### src/rtl/shift_pkg.sv
// Shared types and constants for the serial deserializer.
package shift_pkg;

    typedef enum logic [1:0] {
        IDLE   = 2'd0,
        SHIFT  = 2'd1,
        PARITY = 2'd2
    } state_t;

    localparam logic DIR_LSB = 1'b0;
    localparam logic DIR_MSB = 1'b1;

    localparam int DEFAULT_WIDTH = 8;

endpackage

### src/rtl/shift_out_buf.sv
// One-entry valid/ready holding register for finished words; flags a
// completed word that arrives while the held word is still unconsumed.
module shift_out_buf #(
    parameter int WIDTH = 8
) (
    input  logic             clk,
    input  logic             rst,
    input  logic             load_i,
    input  logic [WIDTH-1:0] data_i,
    input  logic             perr_i,
    input  logic             ready_i,
    output logic [WIDTH-1:0] data_o,
    output logic             valid_o,
    output logic             perr_o,
    output logic             overrun_o
);

    logic [WIDTH-1:0] data_q, data_d;
    logic             valid_q, valid_d;
    logic             perr_q, perr_d;
    logic             overrun_q, overrun_d;

    always_comb begin
        data_d    = data_q;
        valid_d   = valid_q;
        perr_d    = perr_q;
        overrun_d = 1'b0;
        if (load_i) begin
            // A word being drained this cycle frees the slot for the new one.
            if (!valid_q || ready_i) begin
                data_d  = data_i;
                perr_d  = perr_i;
                valid_d = 1'b1;
            end else begin
                overrun_d = 1'b1;
            end
        end else if (valid_q && ready_i) begin
            valid_d = 1'b0;
        end
    end

    always_ff @(posedge clk or posedge rst) begin
        if (rst) begin
            data_q    <= '0;
            valid_q   <= 1'b0;
            perr_q    <= 1'b0;
            overrun_q <= 1'b0;
        end else begin
            data_q    <= data_d;
            valid_q   <= valid_d;
            perr_q    <= perr_d;
            overrun_q <= overrun_d;
        end
    end

    assign data_o    = data_q;
    assign valid_o   = valid_q;
    assign perr_o    = perr_q;
    assign overrun_o = overrun_q;

endmodule

### src/rtl/shift_deserializer.sv
// Serial-in/parallel-out receiver, MSB- or LSB-first, with a one-word output buffer.
// Define PARITY_CHECK_EN to append and check an even-parity bit after each word.
module shift_deserializer
    import shift_pkg::*;
#(
    parameter int WIDTH = DEFAULT_WIDTH,
    parameter int CNT_W = $clog2(WIDTH + 1)
) (
    input  logic             clk,
    input  logic             rst,
    input  logic             sin_valid,
    input  logic             sin,
    input  logic             sin_start,
    input  logic             msb_first,
    output logic [WIDTH-1:0] out,
    output logic             out_valid,
    input  logic             out_ready,
    output logic             busy,
    output logic             overrun,
    output logic             sync_err,
    output logic             parity_err
);

    state_t           state_q, state_d;
    logic [WIDTH-1:0] sreg_q, sreg_d;
    logic [CNT_W-1:0] cnt_q, cnt_d;
    logic             dir_q, dir_d;
    logic             sync_err_q, sync_err_d;

    logic [WIDTH-1:0] sreg_shift;
    logic [WIDTH-1:0] sreg_first;
    logic [WIDTH-1:0] word_d;
    logic             done_d;
    logic             perr_d;
    logic             buf_perr;

    assign sreg_shift = (dir_q == DIR_MSB) ? {sreg_q[WIDTH-2:0], sin}
                                           : {sin, sreg_q[WIDTH-1:1]};
    assign sreg_first = (msb_first == DIR_MSB) ? {{(WIDTH-1){1'b0}}, sin}
                                               : {sin, {(WIDTH-1){1'b0}}};

    always_comb begin
        state_d    = state_q;
        sreg_d     = sreg_q;
        cnt_d      = cnt_q;
        dir_d      = dir_q;
        sync_err_d = 1'b0;
        done_d     = 1'b0;
        perr_d     = 1'b0;
        word_d     = sreg_shift;
        if (sin_valid && sin_start) begin
            // A start always opens a fresh frame, discarding any partial one.
            sync_err_d = (state_q != IDLE);
            state_d    = SHIFT;
            sreg_d     = sreg_first;
            dir_d      = msb_first;
            cnt_d      = CNT_W'(1);
        end else if (sin_valid) begin
            case (state_q)
                SHIFT: begin
                    sreg_d = sreg_shift;
                    if (cnt_q == CNT_W'(WIDTH - 1)) begin
`ifdef PARITY_CHECK_EN
                        state_d = PARITY;
                        cnt_d   = CNT_W'(WIDTH);
`else
                        state_d = IDLE;
                        cnt_d   = '0;
                        done_d  = 1'b1;
`endif
                    end else begin
                        cnt_d = cnt_q + CNT_W'(1);
                    end
                end
`ifdef PARITY_CHECK_EN
                PARITY: begin
                    state_d = IDLE;
                    cnt_d   = '0;
                    done_d  = 1'b1;
                    word_d  = sreg_q;
                    perr_d  = (^sreg_q) ^ sin;
                end
`endif
                default: ;
            endcase
        end
    end

    always_ff @(posedge clk or posedge rst) begin
        if (rst) begin
            state_q    <= IDLE;
            sreg_q     <= '0;
            cnt_q      <= '0;
            dir_q      <= DIR_LSB;
            sync_err_q <= 1'b0;
        end else begin
            state_q    <= state_d;
            sreg_q     <= sreg_d;
            cnt_q      <= cnt_d;
            dir_q      <= dir_d;
            sync_err_q <= sync_err_d;
        end
    end

    shift_out_buf #(
        .WIDTH(WIDTH)
    ) u_out_buf (
        .clk      (clk),
        .rst      (rst),
        .load_i   (done_d),
        .data_i   (word_d),
        .perr_i   (perr_d),
        .ready_i  (out_ready),
        .data_o   (out),
        .valid_o  (out_valid),
        .perr_o   (buf_perr),
        .overrun_o(overrun)
    );

`ifdef PARITY_CHECK_EN
    assign parity_err = buf_perr;
`else
    assign parity_err = 1'b0;
`endif

    assign busy     = (state_q != IDLE);
    assign sync_err = sync_err_q;

endmodule

### config.mk
export PLATFORM = sky130hd
export DESIGN_NAME = shift_deserializer
export DESIGN_NICKNAME = d
export VERILOG_FILES = /design/src/rtl/shift_pkg.sv /design/src/rtl/shift_out_buf.sv /design/src/rtl/shift_deserializer.sv
export SDC_FILE = /design/constraint.sdc
export NUM_CORES = 1
export LEC_CHECK = 0
export ABC_AREA = 1
export CORE_MARGIN = 2
export CORE_UTILIZATION = 55
export DETAILED_ROUTE_END_ITERATION = 12
export GPL_TIMING_DRIVEN = 0
export MAX_ROUTING_LAYER = met4
export PLACE_DENSITY_LB_ADDON = 0.05
export SLEW_MARGIN = 30
export SYNTH_ARGS = -nofsm -noshare
export SYNTH_HDL_FRONTEND = slang
export SYNTH_SLANG_ARGS = --single-unit
### constraint.sdc
create_clock -name clk -period 3.7 [get_ports clk]
set_clock_uncertainty 0.15 [all_clocks]
set_input_delay 0.37 -clock clk [delete_from_list [all_inputs] [get_ports clk]]
set_output_delay 0.37 -clock clk [all_outputs]
set_load 0.02 [all_outputs]
==> impl_metrics.py <==
metrics = {
    "logic_synthesis": {
        "synth_top_area_frac": 0.5325,
        "synth-warning-count": 0,
        "synthArstFlopShare": 1.000,
        "synth_largest_area_cell": "dfrtp_1",
        "syn_area_per_cell_um2": 8.103,
        "synth_top_family_by_area": "simple AND/OR/NAND/NOR gates",
        "synth_cells": 145,
        "synth_edf_count": 0,
        "yosysUniqueCellTypes": 20,
        "yosys.area_share.simple": 0.2833,
        "syn_nets": 153,
        "netlist_area_mm2": 0.001175,
        "post_synth_mux_area_share": 0,
        "synthAdderAreaFrac": 0.01065,
        "synthTopCellsByArea": "dfrtp_1 (53%), nand2_1 (14%), nand3_1 (5.5%), inv_1 (5.4%), o21ai_0 (5.1%)",
        "synth_compound_area_frac": 0.09585,
        "ys_seq_area_frac": 0.5325,
        "synth-seq-cells": 25,
        "synthXorXnorAreaFrac": 0,
        "ys.flop_type": "dfrtp_1",
    },
    "die": {
        "die_h_um": 50.22,
        "start_util": 0.5928,
        "io_pins": 20,
        "die_w_um": 50.22,
        "coreArea_mm2": 0.001982,
        "rows": 16,
        "dieArea_mm2": 0.002522,
    },
    "finish": {
        "mostFrequentLayoutCell": "nand2_1",
        "nets": 176,
        "area_growth_pct": 20.45,
        "diodes": 0,
        "fill_cells": 162,
        "drive_above_1_share": 0.07784,
        "post-route-util": 0.7140,
        "layout_common_cells": "nand2_1 (44), dfrtp_1 (25), clkdlybuf4s50_1 (18), inv_1 (16), nand3_1 (13)",
    },
    "sta": {
        "finalSetupTns_ps": 0,
        "rsz0062_at_grt": "false",
        "maxSlewViolCount": 0,
        "fmax_mhz": 532.7,
        "slew_headroom": 0.6541,
        "hold_violations": 0,
        "period_share": 0.5074,
        "setup_slack_ps": 1823,
        "post-route-min-period_ps": 1877,
        "tightest_slew_ps": 518.0,
        "setup-violations-final": 0,
    },
    "worst_setup_path": {
        "critPathMaxStageDelay_ps": 630,
        "cp-end-kind": "output pin",
        "rr_startpoint": "cnt_q[0]",
        "critical_path.top_delay_family": "buffers and inverters",
        "cp_cell_sequence": "clkdlybuf4s50_1",
        "startpoint_type": "flip-flop",
        "required_ps": 3180,
        "cpMaxStageDelayCell": "clkdlybuf4s50_1",
        "timing_worst_setup_path_type": "reg -> out",
        "startpoint": "state_q[0]",
        "cp.arrival_ps": 1360,
        "critPathMaxFanout": 4,
        "path_buf_inv": 1,
    },
    "cts": {
        "cts-root-buf": "clkbuf_4",
        "cts_resized": 0,
        "clock_latency_ps": 310,
        "cts_buffers": 3,
        "clock_path_buffers": 2,
        "tritoncts": "done",
        "clk_pin_slew_worst_paths_ps": 140,
        "htree_levels": 1,
        "post_cts_buffers": 0,
        "clock_sinks": 25,
        "hold_buffers": 0,
    },
    "route": {
        "ant_nets": 0,
        "route.met2.wl_um": 1104,
        "wl_met3_um": 62,
        "drc": 0,
        "m1WireLength_um": 1080,
        "dr.pass1.iters": 4,
        "wl_per_cell_um": 11.71,
        "vias": 954,
        "top_layer": "met4",
        "drtIter0Drc": 16,
        "routed_via_density": 4.918,
        "drt-total-wl_um": 2271,
    },
    "power": {
        "power.leakage_nw": 0.6868,
        "peakVddDrop_mv": 0.2533,
        "power_density_mw_per_mm2": 410.0,
    },
    "grt": {
        "grt_first_pass_wirelength_um": 4071,
        "grt_overflow": 0,
        "grt_pass1_vias": 966,
        "grt_antenna_before_repair": 0,
        "grt_max_degree": 26,
        "grt_usage": 0.2182,
    },
    "worst_hold_path": {
        "hp-class": "in -> async",
    },
    "place": {
        "place_congestion": 0.8218,
        "dp_slack_ps": 1815,
        "hpwl_um": 1698,
        "portBuffers": 18,
    },
    "flow_run": {
        "cap_violations": 0,
    },
    "status": {
        "outcome": "finished, final reports clean",
    },
}
-- sequential cells by signal, summed over array words and instances (netlist names) --
register and cells:
u_out_buf.valid_o 1, u_out_buf.data_o 8, sreg_q 8, u_out_buf.overrun_o 1
cnt_q 4, state_q 1, sync_err 1, dir_q 1
-- path summary, 6_finish.rpt --
kind | slack [ps] | endpoint | cells past startpoint
worst max-delay path | 1820 | busy | 1
worst min-delay path | 240 | u_out_buf.valid_o | 2
worst max register to register | 2190 | u_out_buf.data_o[4] | 5
worst min register to register | 340 | u_out_buf.data_o[6] | 2
max in group asynchronous | 2800 | sreg_q[0] | 2
min in group clk | 340 | u_out_buf.data_o[6] | 2
-- stage by stage --
stage	hold WS (ps)	total power (W)	instance area, µm²	instances
final	239.4	0.0005802	1415	194
after global routing	305.9	0.0006120	1415	194
after CTS	347.6	0.0005803	1415	194
after detailed placement	314.9	0.0004639	1389	190
after global placement	312.8	0.0004600	1389	190
after floorplan	247.3	0.0004110	1175	145
-- layout make-up --
cell class,instances,area [µm²],area share
buffer,4,23.77,0.01680
clock buffer,4,26.28,0.01857
inverter,17,63.81,0.04509
multi-input combinational,99,461.7,0.3263
sequential,25,625.6,0.4421
tap,27,33.78,0.02387
timing repair buffer,18,180.2,0.1273
-- routing by layer --
layer	GRT usage	up-vias
li1	-	501
met3	0.02679	4
met1	0.2672	427
met5	-	-
met2	0.3750	22
met4	0.06944	0
-- logic make-up after synthesis --
kind of cell	after synthesis
compound gates	22
flops	25
fa+ha+maj	1
simple gates	75
other cells	1
buf+inv	21
-- synthesized netlist by cell type, types with 2 or more instances --
cell type,n
inv_1,17
dfrtp_1,25
nand2_1,44
nand2_2,3
o21ai_1,7
nor2_1,10
buf_4,2
nand3_1,13
a21oi_1,2
o21ai_0,12
-- report_power, final --
part	switching [W]	internal, W
sequential	0.0000193	0.000303
clock	0.0000788	0.0000421
combinational	0.0000806	0.0000564
Power figures use the tool's default switching activity.
